==> config.mk <==
export PLATFORM = sky130hd
export DESIGN_NAME = red_centroid_tracker
export DESIGN_NICKNAME = d
export VERILOG_FILES = /design/src/rtl/red_centroid_tracker.sv
export SDC_FILE = /design/constraint.sdc
export NUM_CORES = 1
export LEC_CHECK = 0
export CAP_MARGIN = 20
export CORE_MARGIN = 1.5
export CORE_UTILIZATION = 49
export DETAILED_ROUTE_END_ITERATION = 10
export PLACE_DENSITY = 0.74
export REMOVE_ABC_BUFFERS = 1
export SYNTH_ARGS = -nofsm -noshare
export SYNTH_HDL_FRONTEND = slang
export SYNTH_SLANG_ARGS = --single-unit
export TNS_END_PERCENT = 10
==> constraint.sdc <==
create_clock -name iCLK -period 4 [get_ports iCLK]
set_input_delay 0.8 -clock iCLK [delete_from_list [all_inputs] [get_ports iCLK]]
set_output_delay 0.8 -clock iCLK [all_outputs]
set_load 0.05 [all_outputs]
==> src/rtl/red_centroid_tracker.sv <==
// Red-mask centroid tracker: accumulates mask-pixel count and coordinate sums per frame,
// then divides sums by count with two bit-serial restoring dividers to report the centroid.
module red_centroid_tracker #(
  parameter int WIDTH      = 640,
  parameter int HEIGHT     = 480,
  parameter int MIN_PIXELS = 64
) (
  input  logic        iCLK,
  input  logic        iRST_N,
  input  logic [10:0] iX_Cont,
  input  logic [10:0] iY_Cont,
  input  logic [11:0] iRed,
  input  logic        iDVAL,
  output logic [10:0] oCent_X,
  output logic [10:0] oCent_Y,
  output logic [18:0] oCount,
  output logic        oFound,
  output logic        oValid,
  output logic        oDrop
);

  typedef enum logic [1:0] {ACCUM, DIV, DONE} state_t;

  state_t      state, stateNext;

  logic [18:0] cnt;
  logic [27:0] sumX, sumY;

  logic [18:0] snapCnt;
  logic        snapFound;
  logic [27:0] quotX, quotY;
  logic [19:0] remX, remY;
  logic [4:0]  stepCnt;

  logic        hit, frameEnd, found, loadSnap, dropNext;
  logic [18:0] cntInc;
  logic [27:0] sumXInc, sumYInc;
  logic [19:0] remShX, remShY, divisor;
  logic        geX, geY;

  assign hit = iDVAL && (iRed == 12'hFFF) &&
               (iX_Cont < 11'(WIDTH)) && (iY_Cont < 11'(HEIGHT));
  assign frameEnd = iDVAL && (iX_Cont == 11'(WIDTH - 1)) && (iY_Cont == 11'(HEIGHT - 1));

  // Frame totals including the current pixel, so the FE pixel lands in its own frame.
  assign cntInc  = cnt + 19'(hit);
  assign sumXInc = sumX + (hit ? 28'(iX_Cont) : 28'd0);
  assign sumYInc = sumY + (hit ? 28'(iY_Cont) : 28'd0);
  assign found   = (cntInc >= 19'(MIN_PIXELS));

  // One restoring step per cycle: dividend bits shift out of quot, quotient bits shift in.
  assign divisor = {1'b0, snapCnt};
  assign remShX  = {remX[18:0], quotX[27]};
  assign remShY  = {remY[18:0], quotY[27]};
  assign geX     = (remShX >= divisor);
  assign geY     = (remShY >= divisor);

  always_comb begin
    stateNext = state;
    loadSnap  = 1'b0;
    dropNext  = 1'b0;
    case (state)
      ACCUM: begin
        if (frameEnd) begin
          loadSnap  = 1'b1;
          stateNext = found ? DIV : DONE;
        end
      end
      DIV: begin
        dropNext = frameEnd;
        if (stepCnt == 5'd27) stateNext = DONE;
      end
      DONE: begin
        dropNext  = frameEnd;
        stateNext = ACCUM;
      end
      default: stateNext = ACCUM;
    endcase
  end

  always_ff @(posedge iCLK) begin
    if (!iRST_N) begin
      state <= ACCUM;
    end else begin
      state <= stateNext;
    end
  end

  // Accumulators keep running in every state; any FE (kept or dropped) starts a fresh frame.
  always_ff @(posedge iCLK) begin
    if (!iRST_N || frameEnd) begin
      cnt  <= '0;
      sumX <= '0;
      sumY <= '0;
    end else if (hit) begin
      cnt  <= cntInc;
      sumX <= sumXInc;
      sumY <= sumYInc;
    end
  end

  always_ff @(posedge iCLK) begin
    if (!iRST_N) begin
      snapCnt   <= '0;
      snapFound <= 1'b0;
      quotX     <= '0;
      quotY     <= '0;
      remX      <= '0;
      remY      <= '0;
      stepCnt   <= '0;
    end else if (loadSnap) begin
      snapCnt   <= cntInc;
      snapFound <= found;
      quotX     <= sumXInc;
      quotY     <= sumYInc;
      remX      <= '0;
      remY      <= '0;
      stepCnt   <= '0;
    end else if (state == DIV) begin
      remX    <= geX ? (remShX - divisor) : remShX;
      remY    <= geY ? (remShY - divisor) : remShY;
      quotX   <= {quotX[26:0], geX};
      quotY   <= {quotY[26:0], geY};
      stepCnt <= stepCnt + 5'd1;
    end
  end

  always_ff @(posedge iCLK) begin
    if (!iRST_N) begin
      oCent_X <= '0;
      oCent_Y <= '0;
      oCount  <= '0;
      oFound  <= 1'b0;
      oValid  <= 1'b0;
      oDrop   <= 1'b0;
    end else begin
      oValid <= 1'b0;
      oDrop  <= dropNext;
      if (state == DONE) begin
        oValid  <= 1'b1;
        oCount  <= snapCnt;
        oFound  <= snapFound;
        oCent_X <= snapFound ? quotX[10:0] : 11'd0;
        oCent_Y <= snapFound ? quotY[10:0] : 11'd0;
      end
    end
  end

endmodule

=== After elaboration in Yosys (flattened, before gate mapping) ===
Cells that the tools add are included.

* Bitwise operators: 1
* Equal/unequal tests: 8
* Reductions and logical operators: 13
* $mul: 0
* $add $sub $neg: 6
* Order comparisons: 5
* Div/mod/pow operators: 0
* Mux-type cells: 17
* Shifts and indexed selects: 0

{| class="wikitable"
|+ Operators with widths
! operator !! number
|-
| 28-bit two-way mux || 4
|-
| 28-bit by 11-bit adder with 28-bit output || 2
|-
| 11-bit two-way mux || 4
|-
| 20-bit by 19-bit >= comparator with 1-bit output || 2
|-
| 19-bit two-way mux || 2
|-
| 19-bit subtractor || 2
|-
| 19-bit by 1-bit adder with 19-bit output || 1
|-
| 19-bit by 7-bit >= comparator with 1-bit output, second input constant || 1
|-
| 12-bit equality test, second input constant || 1
|-
| 11-bit by 10-bit equality test with 1-bit output, second input constant || 1
|-
| 11-bit by 9-bit equality test with 1-bit output, second input constant || 1
|-
| 11-bit by 10-bit < comparator with 1-bit output, second input constant || 1
|-
| 11-bit by 9-bit < comparator with 1-bit output, second input constant || 1
|-
| 2-bit two-way mux || 3
|-
| 5-bit by 1-bit adder with 5-bit output, second input constant || 1
|-
| 5-bit equality test, second input constant || 1
|-
| 1-bit logical AND || 5
|-
| 2-bit inequality test, second input constant || 2
|-
| 2-bit one-hot mux with 2 select lines || 1
|-
| 2-bit AND reduction || 2
|-
| 2-bit OR reduction || 2
|-
| 1-bit two-way mux || 3
|-
| 2-bit by 1-bit equality test with 1-bit output, second input constant || 1
|-
| 2-bit equality test, second input constant || 1
|-
| 5 further kinds || 5
|}

* ROM bits: 0
* Latch bits: 0
* Logic and storage cells: 67
* Flip-flop bits (word level): 240
* Bits in writable memories: 0
* Output and inout port bits: 44
* Memories kept: 0

=== Depth between registers and ports, before layout ===
Gate-level depths: netlist of run 1.

* Depth in word-level cells: 9
* Gate-level depth with buffers: 15

=== Worst setup path after synthesis of run 1 ===
Ideal clock, no wire load.

* Path kind: input port to flip-flop
* Start point: input port iX_Cont[10]
* End point: register sumX[26]
* Cell stages on the path: 14
* Arrival time: 4085 ps
* Slack: -156 ps
* Data required time: 3930 ps
* Buffers on the path: 1
* Cell sequence: or4b_1 nor2_1 and4_1 clkbuf_1 and2_1 ha_1 fa_1 a21o_1 a21oi_2 o2111ai_4 nand4_4 or4_4 or4_1 a21oi_1

* Longest elaborated chain between the ends: 5

{| class="wikitable"
|+ RTL lines
! what !! line !! text
|-
| start, declared || 10 || <nowiki>input logic [10:0] iX_Cont,</nowiki>
|-
| 11-bit by 10-bit < comparator with 1-bit output || 42 || <nowiki>(iX_Cont < 11'(WIDTH)) && (iY_Cont < 11'(HEIGHT));</nowiki>
|-
| 1-bit logical AND || 41 || <nowiki>assign hit = iDVAL && (iRed == 12'hFFF) &&</nowiki>
|-
| 1-bit logical AND || 42 ||
|-
| 11-bit two-way mux || 47 || <nowiki>assign sumXInc = sumX + (hit ? 28'(iX_Cont) : 28'd0);</nowiki>
|-
| 28-bit by 11-bit adder with 28-bit output || 47 ||
|-
| end signal, assigned || 97 || <nowiki>sumX <= sumXInc;</nowiki>
|-
| end, declared || 27 || <nowiki>logic [27:0] sumX, sumY;</nowiki>
|}

Several ways; a longest one is shown, not always the timed one.
A chain may end at the register's enable or synchronous reset.

=== Worst setup path in the final report of run 1 ===
Ends and elaborated chain as after synthesis.

==> run metrics, run 1 <==
vias per inst 5.79; Site Rows 61; clock share of power 49.8%; post-DR wirelength/cell 16.6 microns; Post-Route WL approximately 36,000 microns; fin util approximately 60%; first-pass GRT wire length ~60,000 microns; largest cells by area after synthesis dfxtp_1, ha_1, nor2_1, mux2i_1, xnor2_1; power share of the combinational group around 2.3%; Fmax roughly 260 MHz; status completed; sequence of cells on the critical path clkdlybuf4s50_1, or4b_1, nor2_2, and4_4, buf_8, and2_1, ha_1, a21o_1, a21oi_1, buf_4, o2111ai_4, nand4_4, or4_4, or4_1, a21oi_1; Final GP Congestion 0.890; Die ar. 0.0297 sq mm; post-synthesis sequential area ratio 34.2%; H-tree lvl count 1; Int Pwr 3890 uW; Worst Setup Start Kind input port; worst-path fanout max 15; Sw Ratio 22.0%; Worst Setup Slack post-DPL -0.483 ns; Worst Hold Class register to register; CTS buffer count 27; pin count of the biggest net entering global routing between 80 and 90; worst setup margin about 0.16 ns; count leader, synth dfxtp_1; pwr dens between 200 and 300 mW/mm^2; asr flop ratio synth 0%; Max Cap Viol 0; fin nets roughly 1,900; slowest stage delay, CP around 0.55 ns; Cells after Synth 1,683; initial antenna violation count 0; R2R cell count 9; Total GRT Usage 24.8%; Cell Area, Placed 0.0157 sq mm; Slew HR ~34%; fin area around 0.017 sq mm; CORE AREA 0.0280 sq mm; Final Cycle Share approximately 96%; Synth warnings 0; clk_lat worst skew ~0.55 ns; share of cells above drive strength 1 between 10% and 20%; Residual DRC 0; WHS Path Cells 2; crit end category register; vias in the first global route 12,104; Horiz. Die Dim between 150 and 200 microns; I/O Pins between 80 and 90; Remaining Overflow, GRT 0; antenna fix cells 0; FF+latch count, synth 240; Final HPWL DP 25,700 microns; area grow syn2layout 18.7%; Fin Hold WS about 0.46 ns; leak pwr between 0.006 and 0.007 uW; Max stage delay cell, worst path or4b_1; initial DRC count 893; Top FF cell, synth dfxtp_1; root cell of the clock tree clkbuf_16; critical path class input port to register; RSZ-0062 raised after global routing no; worst slew pin tran between 0.9 and 1 ns; synth cell count leaders dfxtp_1, nor2_1, nand2_1; Vias 12,694; PortBufs 80; Flop pwr share 47.9%; multi-input combinational cell area between 0.008 and 0.009 sq mm; antenna viol nets, final 0; Worst-path clk slew 0.06 ns; Starting Density 50.2%; synthesized area ~0.014 sq mm; Avg Inst Size Synth 8.35 sq um; CTS max path bufs 3; chip height between 150 and 200 microns; TritonCTS clock tree done; filler instances between 2,000 and 2,500; cell count after placement 2,135; final hold vios 0; CP required about 4.5 ns; Final Max Slew Viols 0; Yosys top cell area share about 34%; Setup violations, final 0; number of flops mapped to enable cells by yosys 0; Worst path most repeated cell a21oi_1; Synth cell types 87; Setup Skew about 0.013 ns; clk sinks 240; P_sw about 1100 uW; largest area contributor in the netlist dfxtp_1; Arr. time, crit path 4.32 ns; Finished Layout Cells 2,191; Initial DRT Pass Iterations 6; fin crit period 3.84 ns; VDD IR-drop max 0.350 mV; register area around 0.0048 sq mm
==> routing by layer <==
metal  track usage, %  part of all wire [%]  vias up
li1                 -                     -     6291
met1             31.3                    45     6021
met2             42.5                    47      298
met3             3.14                   4.6       84
met4             10.7                   3.9        0
met5                0                     0        -
==> worst paths after layout <==
path | from | end | slack [ns]
max reg2reg | snapCnt[14]$_SDFFE_PN0P_ | remX[5]$_SDFFE_PP0P_ | 0.89
min | sumX[8]$_SDFFE_PP0N_ | sumX[8]$_SDFFE_PP0N_ | 0.46
min reg2reg | sumX[8]$_SDFFE_PP0N_ | sumX[8]$_SDFFE_PP0N_ | 0.46
max | iX_Cont[10] | sumX[26]$_SDFFE_PP0N_ | 0.16
==> cells in the final DEF (no fill, tap or decap), types with 8 or more instances in the layout <==
| cell | instances |
|---|---|
| a211oi_1 | 69 |
| a21o_1 | 28 |
| a21oi_1 | 110 |
| a22oi_1 | 23 |
| a311oi_1 | 14 |
| a31oi_1 | 12 |
| and2_1 | 45 |
| and3_1 | 23 |
| buf_4 | 97 |
| clkbuf_16 | 27 |
| clkdlybuf4s50_1 | 80 |
| dfxtp_1 | 240 |
| ha_1 | 63 |
| inv_1 | 41 |
| mux2_2 | 11 |
| mux2i_1 | 67 |
| nand2_1 | 144 |
| nand3_1 | 37 |
| nand4_1 | 39 |
| nor2_1 | 189 |
| nor2b_1 | 8 |
| nor3_1 | 30 |
| nor4_1 | 10 |
| o211a_1 | 9 |
| o211ai_1 | 17 |
| o21a_1 | 12 |
| o21ai_0 | 69 |
| o31a_1 | 9 |
| or3_1 | 15 |
| xnor2_1 | 65 |
| xor2_1 | 63 |
==> per-stage QoR <==
stage	power [uW]	TNS, ns
floorplan	2480	-32.46
global placement	2550	-18.50
detailed placement	2560	-25.38
CTS	5030	0
global route	5140	0
finish	4990	0
==> cell type report <==
class	instances	area share, %
Inverter	42	0.953
Timing Repair Buffer	183	9.80
Multi-Input combinational cell	1299	52.3
Clock inverter	15	0.900
Tap cell	378	2.84
Clock buffer	34	4.45
Sequential cell	240	28.8
==> power by group through the flow <==
| stage | clock network [uW] | registers, uW | logic (uW) |
|---|---|---|---|
| final | 2480 | 2390 | 114 |
| after global routing | 2630 | 2390 | 122 |
| after CTS | 2520 | 2390 | 113 |
| after detailed placement | 0 | 2440 | 113 |
| after global placement | 0 | 2440 | 112 |
| after floorplan | 0 | 2440 | 32.1 |
==> critical path, delay by kind of cell <==
family	cells	cell delay, ns
buffers and inverters	3	0.69
AOI/OAI and AO/OA	4	0.47
adders and majority gates	1	0.19
and+or+nand+nor	7	2.15
==> logic make-up after synthesis <==
family          share of synthesized area (%)
mux                                      5.74
other cells                            0.0267
simple gates                             20.3
flops                                    34.2
compound gates                           21.2
buf+inv                                  4.12
fa+ha+maj                                6.45
xor+xnor                                 7.98
==> registers in the layout (all words and copies together), names as in the netlist <==
| register | count |
|---|---|
| stepCnt | 5 |
| sumX | 28 |
| snapCnt | 19 |
| oCent_Y | 11 |
| cnt | 19 |
| sumY | 28 |
| remX | 19 |
| remY | 19 |
| quotY | 28 |
| quotX | 28 |
| oValid | 1 |
| oDrop | 1 |
| oCent_X | 11 |
| state | 2 |
| snapFound | 1 |
| oCount | 19 |
| oFound | 1 |
==> timing repair <==
item / 4_1_cts / 5_1_grt
hold endpoints to repair: 0 / 0
buffers inserted: 0 / 6
setup endpoints to repair: 0 / 23
gates resized for setup: 0 / 12
hold buffers: 0 / 0
Note: power is estimated with default switching activity, not from simulation.
==> run 2, diff against run 1 <==
Settings changed: SETUP_SLACK_MARGIN set to 0.2.
==> run 2 against run 1 <==
Total power hardly changed. Sequential share of layout area is 0.10 points lower. Setup slack better by 0.050 ns. Clock-buffer cell count stayed put. Routed wire length is 0.18% higher. Register-to-register slack hardly changed. Final cell count hardly changed. Largest cell class unchanged.
==> run metrics, run 2 (synthesis gave the netlist of run 1 again) <==
initial DRC count 979 (+9.6%); Initial DRT Pass Iterations 5 (-1); Worst Setup Start Kind input port; WHS Path Cells 2 (unchanged); clk_lat worst skew 0.55 ns (about the same); setup slack, reg-to-reg 0.90 ns (about the same); root cell of the clock tree clkbuf_16; Post-Route WL 36,400 microns (+0.18%); Final Max Slew Viols 0 (unchanged); Total GRT Usage 24.8% (+0.028 points); Final GP Congestion 0.890 (unchanged); clk sinks 240 (unchanged); fin util 59.8% (+0.21 points); vias per inst 5.79 (about the same); Worst Hold Class register to register; pwr dens 298 mW/mm^2 (-0.35%); Fmax 264 MHz (+1.3%); area grow syn2layout 19.2%; critical path class input port to register; I/O Pins 81 (unchanged); CORE AREA 0.0280 sq mm (unchanged); TritonCTS clock tree done; H-tree lvl count 1 (unchanged); Final Cycle Share 94.8% (-1.2 points); vias in the first global route 12,127 (+0.19%); fin nets 1,899 (-0.053%); Site Rows 61 (unchanged); Final HPWL DP 25,700 microns (unchanged); VDD IR-drop max 0.351 mV (+0.26%); CTS buffer count 27 (unchanged); Critical Path Start iY_Cont[6]; leak pwr 0.00663 uW (+0.65%); first-pass GRT wire length 59,900 microns (+0.20%); most frequent cells in the layout dfxtp_1, nor2_1, nand2_1; post-DR wirelength/cell 16.6 microns (+0.22%); Starting Density 50.2% (unchanged); initial antenna violation count 0 (unchanged); Slew HR 34.9% (+0.80 points); Total Power 4990 uW (about the same); commonest non-fill, non-tap cell in the layout dfxtp_1; antenna viol nets, final 0 (unchanged); chip height 172 microns (unchanged); Setup Skew 0.0147 ns (+0.00172 ns); reg-to-reg critical path endpoint remY[3]$_SDFFE_PP0P_; Remaining Overflow, GRT 0 (unchanged); final hold vios 0 (unchanged); Hold Path Sink sumX[8]$_SDFFE_PP0N_; Vias 12,681 (-0.10%); Residual DRC 0 (unchanged); worst-path fanout max 15 (unchanged); status completed; hold path startpoint sumX[8]$_SDFFE_PP0N_; CP required 4.40 ns (-0.07 ns); fin crit period 3.79 ns (-0.0495 ns); worst slew pin tran 0.975 ns (-0.0131 ns); pin count of the biggest net entering global routing 89 (unchanged); crit end category register; Arr. time, crit path 4.19 ns (-0.13 ns); Worst-path clk slew 0.06 ns (about the same); RSZ-0062 raised after global routing yes; share of cells above drive strength 1 11.4% (+0.28 points); CTS max path bufs 3 (unchanged); R2R cell count 9 (unchanged); Horiz. Die Dim 172 microns (unchanged); Setup violations, final 0 (unchanged); PortBufs 80 (unchanged); antenna fix cells 0 (unchanged); Die ar. 0.0297 sq mm (unchanged); Max Cap Viol 0 (unchanged); reg-to-reg critical path startpoint snapCnt[1]$_SDFFE_PN0P_
run 2: cell types whose count changed in the layout (fill, tap and decap cells not counted), moves of 2 or more:
| cell | change |
|---|---|
| a21oi_1 | -2 |
| and2_1 | -2 |
| and2_4 | +2 |
| clkdlybuf4s50_1 | -4 |
| dlymetal6s2s_1 | +4 |
| ha_2 | -2 |
| ha_4 | +2 |
run 2: layer usage:
layer,wire (microns),vias up,global-route usage [%]
met5,0,-,0
met4,1420,0,10.8
met3,1690,80,2.84
met2,17000,311,42.5
met1,16300,5999,31.5
li1,-,6291,-
run 2: worst max-delay path, cell delays in order:
cell             delay, ns
clkdlybuf4s50_1       0.49
nand4_1               0.22
and4_4                0.28
buf_6                 0.15
and2_1                0.16
ha_1                  0.21
fa_1                  0.39
a21o_1                0.19
a21o_1                0.18
buf_4                 0.13
a21o_1                0.18
a2111o_1              0.42
a21o_1                0.18
a21oi_1               0.14
a211oi_1              0.06
run 2: worst max path at each step:
stage	endpoint	slack [ns]	depth (start not counted)
after floorplan	quotX[0]$_SDFFE_PN0P_	-1.05	6
after global placement	quotY[8]$_SDFFE_PN0P_	-0.41	15
after detailed placement	quotY[8]$_SDFFE_PN0P_	-0.48	15
after CTS	sumX[26]$_SDFFE_PP0N_	0.21	14
after global routing	quotY[8]$_SDFFE_PN0P_	0.04	15
final	quotY[8]$_SDFFE_PN0P_	0.21	15
run 2: cell type report:
| type | instances | area [sq um] |
|---|---|---|
| fill | 2474 | 11300 |
| tap | 378 | 473 |
| sequential | 240 | 4800 |
| clock inverter | 15 | 150 |
| clock buffer | 34 | 742 |
| inverter | 42 | 159 |
| timing repair buffer | 182 | 1640 |
| multi-input combinational | 1299 | 8770 |
run 2: repair_timing:
action / in CTS / in global routing
setup endpoints to repair: 18 / 55
setup buffers: 2 / 4
pin swaps: 3 / 13
endpoints found under the hold margin: 0 / 0
hold buffers: 0 / 0
gates resized for setup: 5 / 18
run 2: report_power, final:
| part | total, uW | internal, uW | switching [uW] |
|---|---|---|---|
| sequential | 2390 | 2390 | 0.000797 |
| combinational | 114 | 49.3 | 65.1 |
| clock | 2480 | 1450 | 1030 |
run 2: stage by stage:
stage / setup slack (ns) / cell area, sq um / hold slack (ns) / TNS [ns] / cells
after global placement: -0.412 / 15700 / 0.443 / -18.50 / 2135
after CTS: 0.210 / 16600 / 0.461 / 0 / 2186
after global routing: 0.0417 / 16700 / 0.488 / 0 / 2190
after detailed placement: -0.483 / 15700 / 0.452 / -25.38 / 2135
after floorplan: -1.05 / 13600 / 0.436 / -32.46 / 1581
final: 0.207 / 16700 / 0.462 / 0 / 2190
==> run 3, diff against run 2 <==
Settings changed: REMOVE_ABC_BUFFERS 1 to not set, SKIP_CTS_REPAIR_TIMING set to 1.
==> run 3 against run 2 <==
Die area is the same. Utilization is 0.50 points higher. Clock power grew 13%. Total power rose by 6.7%. Register-to-register slack lost 0.11 ns. Critical path depth fell by 1. Clock skew is 0.0045 ns higher. Largest power group unchanged.
==> run metrics, run 3 (synthesis gave the netlist of run 1 again) <==
initial DRC count 1,139 (+16%); Max Cap Viol 0 (unchanged); Total GRT Usage 25.1% (+0.21 points); CTS buffer count 28 (+3.7%); Initial DRT Pass Iterations 8 (+3); Worst Hold Class register to register; worst-path fanout max 5 (-10); commonest non-fill, non-tap cell in the layout dfxtp_1; H-tree lvl count 1 (unchanged); Die ar. 0.0297 sq mm (unchanged); RSZ-0062 raised after global routing no; most frequent cells in the layout dfxtp_1, nor2_1, nand2_1; cell count after placement 2,141 (+0.28%); Starting Density 50.2% (unchanged); crit end category register; Setup Skew 0.0192 ns (+0.00447 ns); CTS max path bufs 3 (unchanged); pwr dens 315 mW/mm^2 (+5.8%); leak pwr 0.00672 uW (+1.3%); CORE AREA 0.0280 sq mm (unchanged); TritonCTS clock tree done; share of cells above drive strength 1 11.8% (+0.40 points); Residual DRC 0 (unchanged); Finished Layout Cells 2,197 (+0.32%); initial antenna violation count 0 (unchanged); chip height 172 microns (unchanged); Final Cycle Share 90.3% (-4.6 points); vias per inst 5.83 (+0.70%); Final HPWL DP 26,400 microns (+2.9%); post-DR wirelength/cell 17.0 microns (+2.4%); antenna viol nets, final 0 (unchanged); Site Rows 61 (unchanged); fin crit period 3.61 ns (-0.183 ns); Fmax 277 MHz (+5.1%); Worst Setup Start Kind input port; first-pass GRT wire length 60,300 microns (+0.69%); I/O Pins 81 (unchanged); Final GP Congestion 0.915 (+2.8%); Post-Route WL 37,400 microns (+2.7%); root cell of the clock tree clkbuf_16; CP required 4.48 ns (+0.08 ns); area grow syn2layout 20.2%; clk sinks 240 (unchanged); antenna fix cells 0 (unchanged); critical path class input port to register; PortBufs 80 (unchanged); Setup violations, final 0 (unchanged); Worst Setup Slack post-DPL -0.427 ns (+0.0566 ns); Arr. time, crit path 4.09 ns (-0.10 ns); Horiz. Die Dim 172 microns (unchanged); clk_lat worst skew 0.55 ns (about the same); Vias 12,810 (+1.0%); Final Max Slew Viols 0 (unchanged); final hold vios 0 (unchanged); Slew HR 44.0% (+9.1 points); fin nets 1,904 (+0.26%); worst slew pin tran 0.837 ns (-0.138 ns); pin count of the biggest net entering global routing 74 (-17%); worst setup margin 0.389 ns (+0.183 ns); vias in the first global route 12,146 (+0.16%); VDD IR-drop max 0.320 mV (-8.7%); Remaining Overflow, GRT 0 (unchanged); status completed; Worst-path clk slew 0.06 ns (about the same); final setup TNS 0 ns (unchanged)
-- run 3: layout make-up --
type	instances	area, sq um
timing repair buffer	186	1660
sequential	240	4800
clock inverter	19	274
clock buffer	33	759
tap	378	473
fill	2416	11100
multi-input combinational	1299	8750
inverter	42	159
-- run 3: worst paths after layout --
kind | start | to | slack [ns] | cells after the start
setup / recovery | iRed[10] | sumX[26]$_SDFFE_PP0N_ | 0.39 | 14
hold / removal | sumY[5]$_SDFFE_PP0N_ | sumY[5]$_SDFFE_PP0N_ | 0.46 | 2
setup reg to reg | snapCnt[2]$_SDFFE_PN0P_ | remX[5]$_SDFFE_PP0P_ | 0.79 | 9
hold reg to reg | sumY[5]$_SDFFE_PP0N_ | sumY[5]$_SDFFE_PP0N_ | 0.46 | 2
-- run 3: layer usage --
metal / up-vias / track usage (%) / share of wire [%] / wire length (microns)
li1: 6296 / - / - / -
met1: 6090 / 33.5 / 45 / 17000
met2: 350 / 42.0 / 47 / 17500
met3: 74 / 3.07 / 5.2 / 1940
met4: 0 / 7.83 / 2.7 / 1010
met5: - / 0 / 0 / 0
-- run 3: metrics by stage --
stage	area (sq um)	hold slack, ns	power (uW)	util (%)
2_1_floorplan	14100	0.436	2490	-
3_3_place_gp	15700	0.442	2560	56.2
3_5_place_dp	15700	0.450	2560	56.2
4_1_cts	16800	0.459	5350	59.9
5_1_grt	16900	0.478	5450	60.3
6_report	16900	0.457	5320	60.3
-- run 3: worst max-delay path: stages --
cell             delay, ns
clkdlybuf4s50_1       0.48
nand4_1               0.09
nor2_1                0.21
and4_4                0.30
and2_4                0.16
ha_4                  0.13
fa_2                  0.21
a21o_1                0.13
a21oi_2               0.07
o2111ai_4             0.25
nand4_4               0.10
or4_4                 0.53
or4_4                 0.50
a21oi_2               0.12
-- run 3: where the power goes --
part	leakage, uW	internal (uW)	switching [uW]
combinational	0.00428	50.2	66.0
sequential	0.00193	2390	0.000785
clock	0.000511	1750	1060
